<file path="src/rtl/jtag_pkg.sv">
// Shared JTAG definitions: boundary-scan register operating modes.
package jtag_pkg;

    localparam logic [1:0] MODE_FUNC   = 2'b00;
    localparam logic [1:0] MODE_SAMPLE = 2'b01;
    localparam logic [1:0] MODE_EXTEST = 2'b10;
    localparam logic [1:0] MODE_CLAMP  = 2'b11;

endpackage

</file>
<file path="src/rtl/bsr_segment.sv">
// One bypassable boundary-scan segment: SEG_W shift cells plus a 1-bit bypass flop.
module bsr_segment #(
    parameter int SEG_W = 8
) (
    input  logic             clk,
    input  logic             rst,
    input  logic             load,
    input  logic             clear,
    input  logic             shift,
    input  logic             en,
    input  logic             sin,
    input  logic [SEG_W-1:0] p_in,
    output logic             sout,
    output logic [SEG_W-1:0] data
);

    logic byp;

    always_ff @(posedge clk) begin
        if (rst) begin
            data <= '0;
            byp  <= 1'b0;
        end else begin
            if (load) begin
                data <= p_in;
            end else if (shift && en) begin
                data <= {data[SEG_W-2:0], sin};
            end
            if (clear) begin
                byp <= 1'b0;
            end else if (shift && !en) begin
                byp <= sin;
            end
        end
    end

    assign sout = en ? data[SEG_W-1] : byp;

endmodule

</file>
<file path="src/rtl/bsr_seg_chain.sv">
// Segmented boundary-scan data register with SAMPLE/EXTEST/CLAMP modes,
// saturating shift counter and update-done pulse.
module bsr_seg_chain
    import jtag_pkg::*;
#(
    parameter int               WIDTH    = 32,
    parameter int               SEGMENTS = 4,
    parameter int               CNT_W    = 8,
    parameter logic [WIDTH-1:0] UPD_RST  = '0
) (
    input  logic                clk,
    input  logic                rst,
    input  logic                tdi,
    output logic                tdo,
    input  logic                capture_dr,
    input  logic                shift_dr,
    input  logic                update_dr,
    input  logic [1:0]          mode,
    input  logic [SEGMENTS-1:0] seg_en,
    input  logic [WIDTH-1:0]    p_data_in,
    output logic [WIDTH-1:0]    p_data_out,
    output logic [CNT_W-1:0]    shift_count,
    output logic                update_pulse
);

    localparam int SEG_W = WIDTH / SEGMENTS;

    logic                clamp;
    logic                sft;
    logic                upd;
    logic [SEGMENTS-1:0] seg_en_q;
    logic                clamp_byp;
    logic [WIDTH-1:0]    upd_reg;
    logic [WIDTH-1:0]    sreg_all;
    logic [SEGMENTS:0]   link;

    assign clamp = (mode == MODE_CLAMP);
    assign sft   = shift_dr && !capture_dr;
    assign upd   = update_dr && !capture_dr && !shift_dr;

    assign link[0] = tdi;

    genvar k;
    for (k = 0; k < SEGMENTS; k++) begin : g_seg
        bsr_segment #(
            .SEG_W(SEG_W)
        ) u_seg (
            .clk  (clk),
            .rst  (rst),
            .load (capture_dr && !clamp && seg_en[k]),
            .clear(capture_dr),
            .shift(sft && !clamp),
            .en   (seg_en_q[k]),
            .sin  (link[k]),
            .p_in (p_data_in[k*SEG_W +: SEG_W]),
            .sout (link[k+1]),
            .data (sreg_all[k*SEG_W +: SEG_W])
        );
    end

    // Topology only changes on capture so a shift sequence sees a stable chain.
    always_ff @(posedge clk) begin
        if (rst) begin
            seg_en_q  <= '1;
            clamp_byp <= 1'b0;
        end else if (capture_dr) begin
            seg_en_q  <= seg_en;
            clamp_byp <= 1'b0;
        end else if (sft) begin
            clamp_byp <= tdi;
        end
    end

    always_ff @(posedge clk) begin
        if (rst) begin
            upd_reg <= UPD_RST;
        end else if (upd && !clamp) begin
            for (int s = 0; s < SEGMENTS; s++) begin
                if (seg_en_q[s]) begin
                    upd_reg[s*SEG_W +: SEG_W] <= sreg_all[s*SEG_W +: SEG_W];
                end
            end
        end
    end

    always_ff @(posedge clk) begin
        if (rst) begin
            shift_count  <= '0;
            update_pulse <= 1'b0;
        end else begin
            update_pulse <= upd;
            if (capture_dr) begin
                shift_count <= '0;
            end else if (sft && (shift_count != '1)) begin
                shift_count <= shift_count + CNT_W'(1);
            end
        end
    end

    assign tdo        = clamp ? clamp_byp : link[SEGMENTS];
    assign p_data_out = mode[1] ? upd_reg : p_data_in;

endmodule
</file>
<file path="config.mk">
export PLATFORM = sky130hd
export DESIGN_NAME = bsr_seg_chain
export DESIGN_NICKNAME = d
export VERILOG_FILES = /design/src/rtl/jtag_pkg.sv /design/src/rtl/bsr_segment.sv /design/src/rtl/bsr_seg_chain.sv
export SDC_FILE = /design/constraint.sdc
export NUM_CORES = 1
export LEC_CHECK = 0
export ABC_CLOCK_PERIOD_IN_PS = 1700
export CAP_MARGIN = 25
export CORE_UTILIZATION = 30
export CTS_BUF_LIST = sky130_fd_sc_hd__clkbuf_8
export CTS_CLUSTER_SIZE = 40
export DETAILED_ROUTE_END_ITERATION = 7
export GPL_TIMING_DRIVEN = 0
export HOLD_SLACK_MARGIN = 0.03
export SLEW_MARGIN = 10
export SYNTH_ARGS = -nofsm -noshare
export SYNTH_HDL_FRONTEND = slang
export SYNTH_SLANG_ARGS = --single-unit
</file>
<file path="constraint.sdc">
create_clock -name clk -period 1.7 [get_ports clk]
set_input_delay 0.255 -clock clk [delete_from_list [all_inputs] [get_ports clk]]
set_output_delay 0.255 -clock clk [all_outputs]
set_load 0.005 [all_outputs]
</file>
==> reports/results.tsv <==
metric	value	unit
status	complete, no violations	
routability congestion estimate	0.907	
Synth async-reset ratio	0	%
CP Class	input pin to output pin	
Yosys reg bits	82	
top post-synthesis cells by count	82 x dfxtp_1, 66 x nand2b_1, 39 x mux2_2, 38 x a21oi_1, 37 x mux2i_1	
RSZ-0062 raised after global routing	false	
Worst-Margin Slew	791	ps
Post-route DRC	0	
worst path buffer plus inverter count	2	
setup TNS	0	ps
cell family with most CP delay	buffers and inverters	
grt ovf	0	
first-pass GRT wire length	20300	um
CP endpoint kind	output pin	
FILL cells	1424	
post-route ant nets	0	
clock sinks	82	
I/O Pins	86	
Area contributors post-synth	dfxtp_1 38%, mux2_2 10%, nand2b_1 9.5%	
drt first pass iters	5	
synthesized area	4350	um^2
Post-synth EDFFs	0	
die width	122	um
Layout area overhead	31.0	%
Crit path arrival time	1410	ps
CTS Root Cell	clkbuf_8	
Fmax achieved	0.599	GHz
fin nets	609	
Placeable Area	14000	um^2
post-layout min period	1670	ps
clk buf depth	2	
share of Yosys cell area claimed by the top area cell type	37.8	%
Total GRT Usage	17.6	%
Cell Chain, Critical Path	clkdlybuf4s50_1, mux2_2, clkdlybuf4s50_1	
Max-slew headroom	46.9	%
starting density of the core	31.1	%
Pleak	2.07	nW
Post-DP HPWL	9390	um
vias	3962	
total of max-cap violations	0	
final core utilization	40.7	%
Clock Latency Late Sink	360	ps
most common cell in the netlist	dfxtp_1	
Die Ht	122	um
# diodes	0	
top_reg_cell synth	dfxtp_1	
pin count of the biggest net entering global routing	14	
initial DRC count	251	
PortBufs	82	
CTS Hold Bufs	0	
final setup fails	0	
Tcrit/Tclk final	98.1	%
most frequent cell on the critical path	clkdlybuf4s50_1	
pwr/cell area	771	nW/um^2
Rows	43	
Fin. Hold Viols	0	
WP data required	1440	ps
synth warn	0	
WL/cell	17.1	um
syn_area_per_cell	9.25	um^2
clk_skew	9.44	ps
initial antenna violation count	0	
Max H-tree Level	3	
routed wire length	12800	um
cell taking the most area after synthesis	dfxtp_1	
CP max-delay cell	clkdlybuf4s50_1	
layout cells sized above 1	15.6	%
worst min path class	input pin to flip-flop	
clock-pin slew on the worst setup and hold paths	80	ps
Cell variety after synth	40	
number of global-route vias before repair	3839	
TritonCTS clock tree	yes	
Synth Net Count	515	
worst vdd rail ir drop	355	uV
Slew Limit Fails	0	
CP max stage delay	440	ps
Synth Instances	470	
CP startpoint kind	input pin	
Die ar.	15000	um^2
Vias/cell	5.29	
total CTS buffers	9	
sequential area share after synthesis	37.8	%
Max Fanout on Critical Path	2	
[cells by family after synthesis]
logic type               share of synthesized area (%)
AO/OA/AOI/OAI                                     16.3
adder cells (fa/ha/maj)                          0.288
buffers and inverters                             4.81
flip-flops                                        37.8
multiplexers                                      18.6
AND/OR/NAND/NOR                                   22.2
[power breakdown]
part	leakage, nW	internal [W]	switching [W]
sequential	0.670	0.00201	0.0000689
combinational	1.29	0.000416	0.000413
clock	0.103	0.000752	0.000726
[layout make-up]
class | count | area (um^2) | area share, %
timing repair buffer | 84 | 870 | 15.3
multi-input combinational | 343 | 2500 | 43.9
clock buffer | 11 | 151 | 2.66
clock inverter | 5 | 53.8 | 0.945
inverter | 4 | 15.0 | 0.264
tap | 180 | 225 | 3.96
buffer | 40 | 235 | 4.13
sequential | 82 | 1650 | 28.9
[stage by stage]
stage,total power (W),instance area (um^2),worst slack (ps),cells,hold slack [ps]
2_1_floorplan,0.00258,4350,226,470,402
3_3_place_gp,0.00293,5390,-824,732,456
3_5_place_dp,0.00294,5390,-842,732,457
4_1_cts,0.00443,5650,0.943,748,286
5_1_grt,0.00457,5690,1.81,749,252
6_report,0.00439,5690,31.8,749,239
[repair_timing]
item                                    CTS  global route
hold endpoints to repair                  0             0
buffers inserted                          0             2
resized for setup                        24            19
endpoints found under the setup margin   58            28
pin swaps                                 0             1
[layout by cell type, fill, tap and decap left out, types with 3 or more instances in the layout]
cell type | synthesis | layout
nand2b_1 | 66 | 66
nand3b_1 | 3 | 3
or2_2 | 5 | 5
buf_2 | 5 | 4
nor4_1 | 3 | 3
a31oi_1 | 3 | 3
a21oi_1 | 38 | 38
and2_1 | 6 | 6
dfxtp_1 | 82 | 79
inv_1 | 4 | 5
clkdlybuf4s50_1 | 0 | 65
nor2_1 | 3 | 3
o32ai_1 | 3 | 3
buf_4 | 3 | 4
nand3_1 | 31 | 31
dlymetal6s2s_1 | 0 | 14
clkbuf_2 | 0 | 4
nor3_1 | 10 | 10
and4b_1 | 3 | 3
a311oi_1 | 29 | 29
nor4_4 | 3 | 3
mux2_2 | 39 | 39
o21ai_0 | 30 | 29
nand2_1 | 11 | 11
dfxtp_2 | 0 | 3
mux2i_1 | 37 | 37
clkbuf_8 | 0 | 14
clkbuf_1 | 30 | 23
[per-layer routing]
layer / GRT usage (%) / routed length (um) / vias to the layer above / part of all wire (%)
met3: 2.51 / 493 / 22 / 3.8
li1: - / - / 1916 / -
met1: 23.4 / 6020 / 1897 / 47
met4: 7.47 / 310 / 0 / 2.4
met2: 28.3 / 5990 / 127 / 47
met5: 0 / 0 / - / 0
[tightest hold or removal path: stages]
cell            delay [ps]
dlymetal6s2s_1         150
nand3_1                 70
a311oi_1                70
[final timing paths]
| kind | from | endpoint | slack, ps | depth (start not counted) |
|---|---|---|---|---|
| setup reg to reg | seg_en_q[3] | upd_reg[24] | 170 | 3 |
| hold reg to reg | upd_reg[4] | upd_reg[4] | 470 | 2 |
| hold / removal | p_data_in[9] | g_seg[1].u_seg.data[1] | 240 | 3 |
| setup / recovery | p_data_in[25] | p_data_out[25] | 30 | 3 |
No activity file was read; power rests on OpenSTA's default activity.
